**src/rtl/grid_scan_controller.sv**
```systemverilog
// Grid RAM sequencer: a start press clears every row, then rows are read back through a
// fixed-latency RAM port and streamed out over valid/ready with full-row and end-of-frame flags.
module grid_scan_controller #(
    parameter int unsigned GRID_COLS    = 10,
    parameter int unsigned GRID_ROWS    = 20,
    parameter int unsigned ADDR_W       = 8,
    parameter int unsigned READ_LATENCY = 1,
    parameter logic [3:0]  START_CODE   = 4'h4,
    parameter bit          CONTINUOUS   = 1'b1
) (
    input  logic                 clock,
    input  logic                 reset_n,
    input  logic [3:0]           controller_in,
    input  logic [GRID_COLS-1:0] grid_data_in,
    output logic [ADDR_W-1:0]    grid_address,
    output logic                 grid_wr_en,
    output logic [GRID_COLS-1:0] grid_wr_data,
    output logic                 game_reset,
    output logic [GRID_COLS-1:0] row_data,
    output logic [ADDR_W-1:0]    row_index,
    output logic                 row_valid,
    input  logic                 row_ready,
    output logic                 row_full,
    output logic                 frame_done,
    output logic                 busy
);
    typedef enum logic [2:0] {
        S_IDLE  = 3'd0,
        S_CLEAR = 3'd1,
        S_ADDR  = 3'd2,
        S_WAIT  = 3'd3,
        S_DATA  = 3'd4,
        S_HOLD  = 3'd5
    } state_t;

    localparam logic [ADDR_W-1:0] LAST_ROW = ADDR_W'(GRID_ROWS - 1);
    localparam logic [ADDR_W-1:0] ADDR_ONE = ADDR_W'(1);
    localparam logic [2:0]        LAT_LOAD = 3'(READ_LATENCY);

    state_t                state_q, state_d;
    logic                  start_prev_q;
    logic [ADDR_W-1:0]     addr_q, addr_d;
    logic                  wr_en_q, wr_en_d;
    logic                  game_reset_q, game_reset_d;
    logic [GRID_COLS-1:0]  row_data_q, row_data_d;
    logic [ADDR_W-1:0]     row_index_q, row_index_d;
    logic                  row_valid_q, row_valid_d;
    logic                  row_full_q, row_full_d;
    logic                  frame_done_q, frame_done_d;
    logic                  busy_q, busy_d;
    logic [2:0]            lat_cnt_q, lat_cnt_d;

    logic start_s, start_acc_s, last_row_s, handshake_s;

    assign start_s     = (controller_in == START_CODE);
    assign start_acc_s = start_s & ~start_prev_q;
    assign last_row_s  = (addr_q == LAST_ROW);
    assign handshake_s = row_valid_q & row_ready;

    // State and registered-output flops.
    always_ff @(posedge clock or negedge reset_n) begin
        if (!reset_n) begin
            state_q      <= S_IDLE;
            start_prev_q <= 1'b0;
            addr_q       <= {ADDR_W{1'b0}};
            wr_en_q      <= 1'b0;
            game_reset_q <= 1'b0;
            row_data_q   <= {GRID_COLS{1'b0}};
            row_index_q  <= {ADDR_W{1'b0}};
            row_valid_q  <= 1'b0;
            row_full_q   <= 1'b0;
            frame_done_q <= 1'b0;
            busy_q       <= 1'b0;
            lat_cnt_q    <= 3'd0;
        end else begin
            state_q      <= state_d;
            start_prev_q <= start_s;
            addr_q       <= addr_d;
            wr_en_q      <= wr_en_d;
            game_reset_q <= game_reset_d;
            row_data_q   <= row_data_d;
            row_index_q  <= row_index_d;
            row_valid_q  <= row_valid_d;
            row_full_q   <= row_full_d;
            frame_done_q <= frame_done_d;
            busy_q       <= busy_d;
            lat_cnt_q    <= lat_cnt_d;
        end
    end

    // Next-state logic; a fresh start press overrides every state.
    always_comb begin
        state_d = state_q;
        if (start_acc_s) begin
            state_d = S_CLEAR;
        end else begin
            case (state_q)
                S_IDLE:  state_d = S_IDLE;
                S_CLEAR: state_d = last_row_s ? S_ADDR : S_CLEAR;
                S_ADDR:  state_d = S_WAIT;
                S_WAIT:  state_d = (lat_cnt_q == 3'd1) ? S_DATA : S_WAIT;
                S_DATA:  state_d = S_HOLD;
                S_HOLD: begin
                    if (handshake_s) begin
                        if (last_row_s) begin
                            state_d = (CONTINUOUS != 1'b0) ? S_ADDR : S_IDLE;
                        end else begin
                            state_d = S_ADDR;
                        end
                    end else begin
                        state_d = S_HOLD;
                    end
                end
                default: state_d = S_IDLE;
            endcase
        end
    end

    // Output/datapath next values; the address only moves in CLEAR or on a row handshake.
    always_comb begin
        addr_d       = addr_q;
        wr_en_d      = 1'b0;
        game_reset_d = 1'b0;
        row_data_d   = row_data_q;
        row_index_d  = row_index_q;
        row_valid_d  = row_valid_q;
        row_full_d   = row_full_q;
        frame_done_d = 1'b0;
        lat_cnt_d    = lat_cnt_q;
        if (start_acc_s) begin
            game_reset_d = 1'b1;
            row_valid_d  = 1'b0;
            addr_d       = {ADDR_W{1'b0}};
            wr_en_d      = 1'b1;
        end else begin
            case (state_q)
                S_IDLE:  row_valid_d = 1'b0;
                S_CLEAR: begin
                    if (last_row_s) begin
                        addr_d  = {ADDR_W{1'b0}};
                        wr_en_d = 1'b0;
                    end else begin
                        addr_d  = addr_q + ADDR_ONE;
                        wr_en_d = 1'b1;
                    end
                end
                S_ADDR:  lat_cnt_d = LAT_LOAD;
                S_WAIT:  lat_cnt_d = lat_cnt_q - 3'd1;
                S_DATA: begin
                    row_data_d  = grid_data_in;
                    row_index_d = addr_q;
                    row_full_d  = &grid_data_in;
                    row_valid_d = 1'b1;
                end
                S_HOLD: begin
                    if (handshake_s) begin
                        row_valid_d = 1'b0;
                        if (last_row_s) begin
                            frame_done_d = 1'b1;
                            addr_d       = {ADDR_W{1'b0}};
                        end else begin
                            addr_d = addr_q + ADDR_ONE;
                        end
                    end else begin
                        row_valid_d = 1'b1;
                    end
                end
                default: begin
                    addr_d      = {ADDR_W{1'b0}};
                    row_valid_d = 1'b0;
                end
            endcase
        end
        busy_d = (state_d != S_IDLE);
    end

    assign grid_address = addr_q;
    assign grid_wr_en   = wr_en_q;
    assign grid_wr_data = {GRID_COLS{1'b0}};
    assign game_reset   = game_reset_q;
    assign row_data     = row_data_q;
    assign row_index    = row_index_q;
    assign row_valid    = row_valid_q;
    assign row_full     = row_full_q;
    assign frame_done   = frame_done_q;
    assign busy         = busy_q;

endmodule

```
**config.mk**
```make
export PLATFORM = sky130hd
export DESIGN_NAME = grid_scan_controller
export DESIGN_NICKNAME = d
export VERILOG_FILES = /design/src/rtl/grid_scan_controller.sv
export SDC_FILE = /design/constraint.sdc
export NUM_CORES = 1
export LEC_CHECK = 0
export CORE_MARGIN = 1.5
export CORE_UTILIZATION = 47
export CTS_CLUSTER_SIZE = 40
export DETAILED_ROUTE_END_ITERATION = 12
export PLACE_DENSITY_LB_ADDON = 0.12
export REMOVE_ABC_BUFFERS = 1
export SETUP_SLACK_MARGIN = 0.15
export SLEW_MARGIN = 10
export SYNTH_ARGS = -nofsm -noshare
export SYNTH_HDL_FRONTEND = slang
export SYNTH_SLANG_ARGS = --single-unit
```
**constraint.sdc**
```tcl
create_clock -name clock -period 4.6 [get_ports clock]
set_input_delay 0.46 -clock clock [delete_from_list [all_inputs] [get_ports clock]]
set_output_delay 0.46 -clock clock [all_outputs]
set_load 0.02 [all_outputs]
```
==> impl_metrics.py, run 1 <==
metrics = {
    "route": {
        "drc": 0,
        "firstDrtPassIters": 4,
        "drt_iter0_markers": 36,
        "viasPerCell": 5.237,
        "ant_nets": 0,
        "routed_wl_mm": 3.688,
        "num_vias": 1393,
        "drt-wirelength-per-cell_um": 13.86,
    },
    "clocking": {
        "holdBufCountCts": 0,
        "clkLatencyLatePin_ps": 280,
        "cts_tree": "yes",
        "clk_pin_slew_worst_paths_ps": 60,
        "post_cts_resized": 0,
        "clkSinkCount": 39,
        "cts_root_buffer": "clkbuf_8",
        "cts_buffers": 5,
        "post_cts_buffers": 0,
        "clk_path_buf_depth": 2,
        "htree_num_levels": 2,
    },
    "die": {
        "die_w_um": 66.70,
        "start_util_pct": 50.56,
        "core-area_um2": 3771,
        "dieArea_um2": 4448,
        "rows": 22,
        "ios": 59,
        "fp.dieH_um": 66.70,
    },
    "critical_path": {
        "ff2ff_path_depth": 5,
        "r2r_setup_slack_ps": 2910,
        "worstPathMaxFanout": 20,
        "worstPathRequired_ps": 4770,
        "crit_path_end_kind": "register",
        "cp.arrival_ps": 2260,
        "cp-start-kind": "input pin",
        "worstSetupPathType": "in2reg",
    },
    "pwr": {
        "p_leak_nw": 1.063,
        "power_density_nw_per_um2": 392.2,
        "irDropWorstVdd_uv": 202.2,
    },
    "timing": {
        "period_share_pct": 45.58,
        "maxSlewHeadroom_pct": 45.27,
        "clock_skew_ps": 3.407,
        "clock.fmax_mhz": 476.9,
        "slew_violations": 0,
        "fin_setup_tns_ps": 0,
        "rsz0062_at_grt": "no",
        "setup-violations-final": 0,
        "tightest_slew_ps": 821.0,
        "finalHoldViolCount": 0,
        "fin_crit_ps": 2097,
    },
    "logic_synthesis": {
        "syn-mean-instance-area_um2": 11.35,
        "yosysSeqAreaShare_pct": 51.18,
        "ys_ff_latch": 39,
        "syn_area_um2": 1907,
        "syn_inst": 168,
        "ys_types": 38,
        "yosys_warnings": 0,
    },
    "cells_and_area": {
        "multiInputGateArea_um2": 829.5,
        "finalNetCount": 239,
        "fill_cells": 280,
        "layout-drive-gt1-share_pct": 14.68,
        "postLayoutCellArea_um2": 2444,
        "layout.cells.most_common": "clkdlybuf4s50_1",
        "final_cell_mix": "clkdlybuf4s50_1 (47), dfrtp_1 (39), mux2_2 (18), nand2_1 (14)",
        "syn_to_final_growth_pct": 28.15,
        "regArea_um2": 975.9,
        "diodes": 0,
    },
    "status": {
        "status": "finished, final reports clean",
    },
    "grt": {
        "antenna_found_initial": 0,
        "grt_pass1_wl_mm": 6.175,
        "overflow": 0,
        "grt_pass1_vias": 1362,
        "grt_max_degree": 40,
        "grt_use_total_pct": 18.55,
    },
    "placement": {
        "placed_cell_area_um2": 2362,
        "place_hpwl_mm": 2.722,
        "gp_congestion": 0.8536,
        "numPortBuffers": 48,
    },
    "worst_hold_path": {
        "hold_class": "in2async",
    },
    "job": {
        "max-cap-violations": 0,
    },
}
-- synth_stat cells --
| cell type | count | share of area (%) |
|---|---|---|
| dfrtp_1 | 39 | 51 |
| mux2_2 | 18 | 11 |
| nand2_1 | 14 | 2.8 |
| a21oi_1 | 11 | 2.9 |
| buf_4 | 11 | 4.3 |
| nor2_1 | 11 | 2.2 |
| nand3_1 | 6 | 1.6 |
| xnor2_1 | 6 | 2.8 |
| ha_1 | 5 | 3.3 |
| inv_1 | 4 | 0.79 |
| nand4_1 | 4 | 1.3 |
| o21ai_0 | 4 | 1.0 |
| and2_1 | 3 | 0.98 |
| nand2b_1 | 3 | 0.98 |
| nor2b_1 | 3 | 0.98 |
| a21o_1 | 2 | 0.79 |
| buf_6 | 2 | 1.2 |
| nor3_1 | 2 | 0.52 |
| a211oi_1 | 1 | 0.39 |
| a211oi_2 | 1 | 0.66 |
| a21boi_0 | 1 | 0.39 |
| and3_1 | 1 | 0.33 |
| buf_2 | 1 | 0.26 |
| clkbuf_1 | 1 | 0.20 |
| conb_1 | 1 | 0.20 |
| inv_4 | 1 | 0.33 |
| nand2b_4 | 1 | 0.72 |
| nand4b_1 | 1 | 0.46 |
| nor4_1 | 1 | 0.33 |
| nor4b_4 | 1 | 1.2 |
| o2111ai_1 | 1 | 0.46 |
| o211ai_1 | 1 | 0.39 |
| o21bai_1 | 1 | 0.39 |
| o221ai_2 | 1 | 0.79 |
| o311ai_0 | 1 | 0.46 |
| o31ai_1 | 1 | 0.39 |
| o41ai_2 | 1 | 0.85 |
| or3_4 | 1 | 0.59 |
-- cell type report --
class,instances,share of cell area (%)
clock buffer,7,3.123
clock inverter,1,0.2048
inverter,5,0.8705
multi-input combinational,118,33.95
sequential,39,39.94
tap,48,2.458
timing repair buffer,48,19.46
-- critical path: stages --
cell and delay (ps):
clkdlybuf4s50_1 440, nor4b_4 370, nand2b_4 170, inv_4 130, or3_4 300, mux2_2 380
-- final timing paths --
| check | startpoint | end |
|---|---|---|
| hold / removal | reset_n | row_data[8] |
| hold reg to reg | lat_cnt_q[1] | lat_cnt_q[1] |
| setup / recovery | controller_in[1] | row_data[0] |
| min in group clock | lat_cnt_q[1] | lat_cnt_q[1] |
| max in group asynchronous | reset_n | grid_address[4] |
| setup reg to reg | grid_address[3] | grid_address[6] |
-- report_power, final --
group / leakage, nW / internal (W) / switching (W)
clock: 0.0422 / 0.000106 / 0.000105
combinational: 0.518 / 0.000143 / 0.000166
sequential: 0.503 / 0.000384 / 0.0000542
total: 1.06 / 0.000633 / 0.000325
-- stage by stage --
stage               instances  util [%]  total power, W  worst slack (ps)  hold slack [ps]
CTS                       266     64.80       0.0009704              2502            298.9
global route              266     64.80        0.001025              2423            358.7
detailed placement        258     62.64       0.0007532              2196            478.0
global placement          258     62.64       0.0007452              2269            459.8
finish                    266     64.80       0.0009583              2503            272.7
floorplan                 162         -       0.0006219              2865            164.4
-- registers in the layout, summed over array words and instances (netlist names) --
name          flops
state_q           3
row_full          1
busy              1
grid_address      8
row_data         10
grid_wr_en        1
row_index         8
game_reset        1
frame_done        1
lat_cnt_q         3
row_valid         1
start_prev_q      1
-- metal layers --
metal	global-route usage (%)	vias to the layer above	wire length, um
met5	0	-	0
li1	-	663	-
met3	4.223	5	241
met2	31.87	49	1872
met1	22.33	676	1522
met4	7.653	0	52
-- cells by family (layout without fill, tap and decap cells) --
kind of cell	count (synthesis)	after routing	synth area share [%]
muxes	18	18	10.63
AOI/OAI and AO/OA	27	27	9.909
DFF	39	39	51.18
other	1	10	0.1967
xor gates and xnor gates	6	6	2.756
buffers and inverters	20	61	7.086
adders and majority gates	5	5	3.281
and+or+nand+nor	52	52	14.96
(Power assumes the default switching activity.)
==> run 2, diff against run 1 <==
CORE_UTILIZATION = 46   (was 47)
clock period = 2 ns   (was 4.6 ns; I/O delays follow)
==> impl_metrics.py, run 2 (synthesis gave the netlist of run 1 again) <==
metrics = {
    "route": {
        "ant_nets": 0,
        "viasPerCell": 5.273,
        "drc": 0,
        "firstDrtPassIters": 4,
        "drt-wirelength-per-cell_um": 14.63,
        "num_vias": 1429,
        "routed_wl_mm": 3.966,
        "drt_iter0_markers": 105,
    },
    "grt": {
        "overflow": 0,
        "grt_pass1_vias": 1338,
        "grt_max_degree": 40,
        "gr-usage-met1_pct": 22.82,
        "grt_pass1_wl_mm": 6.244,
        "grt-busiest-layer": "met2",
        "use_met2_pct": 31.56,
        "grt_use_total_pct": 18.87,
        "grt_util_met3_pct": 6.000,
        "antenna_found_initial": 0,
    },
    "timing": {
        "period_share_pct": 82.88,
        "setup-violations-final": 0,
        "rsz0062_at_grt": "no",
        "maxSlewHeadroom_pct": 43.99,
        "finalHoldViolCount": 0,
        "clock_skew_ps": 4.993,
        "slew_violations": 0,
        "fin_setup_tns_ps": 0,
        "timing.hold.ws_ps": 10.16,
        "tightest_slew_ps": 840.1,
        "fin_crit_ps": 1658,
        "clock.fmax_mhz": 603.3,
    },
    "die": {
        "dieArea_um2": 4541,
        "core-area_um2": 4000,
        "rows": 23,
        "die_w_um": 67.39,
        "ios": 59,
        "fp.dieH_um": 67.39,
        "start_util_pct": 47.67,
    },
    "cells_and_area": {
        "layout-drive-gt1-share_pct": 16.29,
        "layout.cells.most_common": "clkdlybuf4s50_1",
        "utilization_pct": 63.00,
        "syn_to_final_growth_pct": 32.15,
        "diodes": 0,
        "postLayoutCellArea_um2": 2520,
        "largest_register_ffs": 10,
        "fill_cells": 330,
        "final_cell_mix": "clkdlybuf4s50_1 (47), dfrtp_1 (39), mux2_2 (18), nand2_1 (14)",
        "finalNetCount": 242,
    },
    "critical_path": {
        "cp.arrival_ps": 1830,
        "worstPathRequired_ps": 2180,
        "worstPathMaxFanout": 10,
        "critPathMaxStageDelay_ps": 470,
        "worstSetupPathType": "reg2reg",
        "crit_path_end_kind": "register",
        "cp-start-kind": "register",
        "worst_path_max_delay_cell": "dfrtp_1",
        "worstPathCellList": "nand2b_1 > o221ai_2 > a21boi_0 > xnor2_1 > nor2_1",
    },
    "placement": {
        "placed_cell_area_um2": 2387,
        "place_hpwl_mm": 2.825,
        "gp_congestion": 0.7931,
        "numPortBuffers": 48,
    },
    "clocking": {
        "holdBufCountCts": 0,
        "cts_root_buffer": "clkbuf_8",
        "post_cts_buffers": 0,
        "post_cts_resized": 0,
        "clkLatencyLatePin_ps": 290,
        "clk_path_buf_depth": 2,
        "clk_pin_slew_worst_paths_ps": 70,
        "cts_tree": "yes",
        "cts_buffers": 5,
        "clkSinkCount": 39,
        "htree_num_levels": 2,
    },
    "pwr": {
        "p_leak_nw": 1.101,
        "irDropWorstVdd_uv": 564.9,
        "power_density_nw_per_um2": 997.3,
        "power.total_w": 0.002513,
    },
    "worst_hold_path": {
        "hold_class": "in2async",
    },
    "status": {
        "status": "finished, final reports clean",
    },
    "job": {
        "max-cap-violations": 0,
    },
}
==> run 2: stage by stage <==
step / worst slack [ps] / cells
final: 342.3 / 271
after global routing: 182.7 / 271
after CTS: 350.0 / 271
after detailed placement: 46.42 / 263
after global placement: 90.94 / 263
after floorplan: 495.7 / 162
==> run 2: worst max-delay path: cells and delay by family (launching register included) <==
kind	cells	cell delay, ps
AO/OA/AOI/OAI	2	630
XOR/XNOR	1	160
flip-flops	1	470
AND/OR/NAND/NOR	2	280
==> run 2: routing by layer <==
layer,vias to the layer above,part of all wire [%]
met3,2,9.0
met5,-,0
li1,666,-
met2,66,48
met1,695,42
met4,0,0.43
==> run 2: worst paths after layout <==
check                                start               to  slack (ps)  cells after the start
worst max-delay path            state_q[1]  grid_address[2]         340                      5
worst min-delay path               reset_n      row_data[1]          10                      1
worst max register to register  state_q[1]  grid_address[2]         340                      5
worst min register to register    row_full         row_full         500                      2
max in group asynchronous          reset_n     row_index[3]        1450                      1
min in group clock                row_full         row_full         500                      2
==> run 2: area by class of cell <==
| cell class | count | area (um2) | share of cell area, % |
|---|---|---|---|
| sequential | 39 | 975.9 | 38.73 |
| clock inverter | 2 | 60.06 | 2.383 |
| clock buffer | 6 | 72.57 | 2.880 |
| timing repair buffer | 51 | 498.0 | 19.76 |
| multi-input combinational | 118 | 829.5 | 32.92 |
| inverter | 5 | 21.27 | 0.8441 |
| tap | 50 | 62.56 | 2.483 |
==> run 2: where the power goes <==
group | leakage, nW | total [W] | switching [W] | internal, W
registers | 0.503 | 0.000995 | 0.000112 | 0.000882
clock network | 0.0654 | 0.000766 | 0.000268 | 0.000499
logic | 0.533 | 0.000752 | 0.000408 | 0.000344
total | 1.10 | 0.00251 | 0.000788 | 0.00172
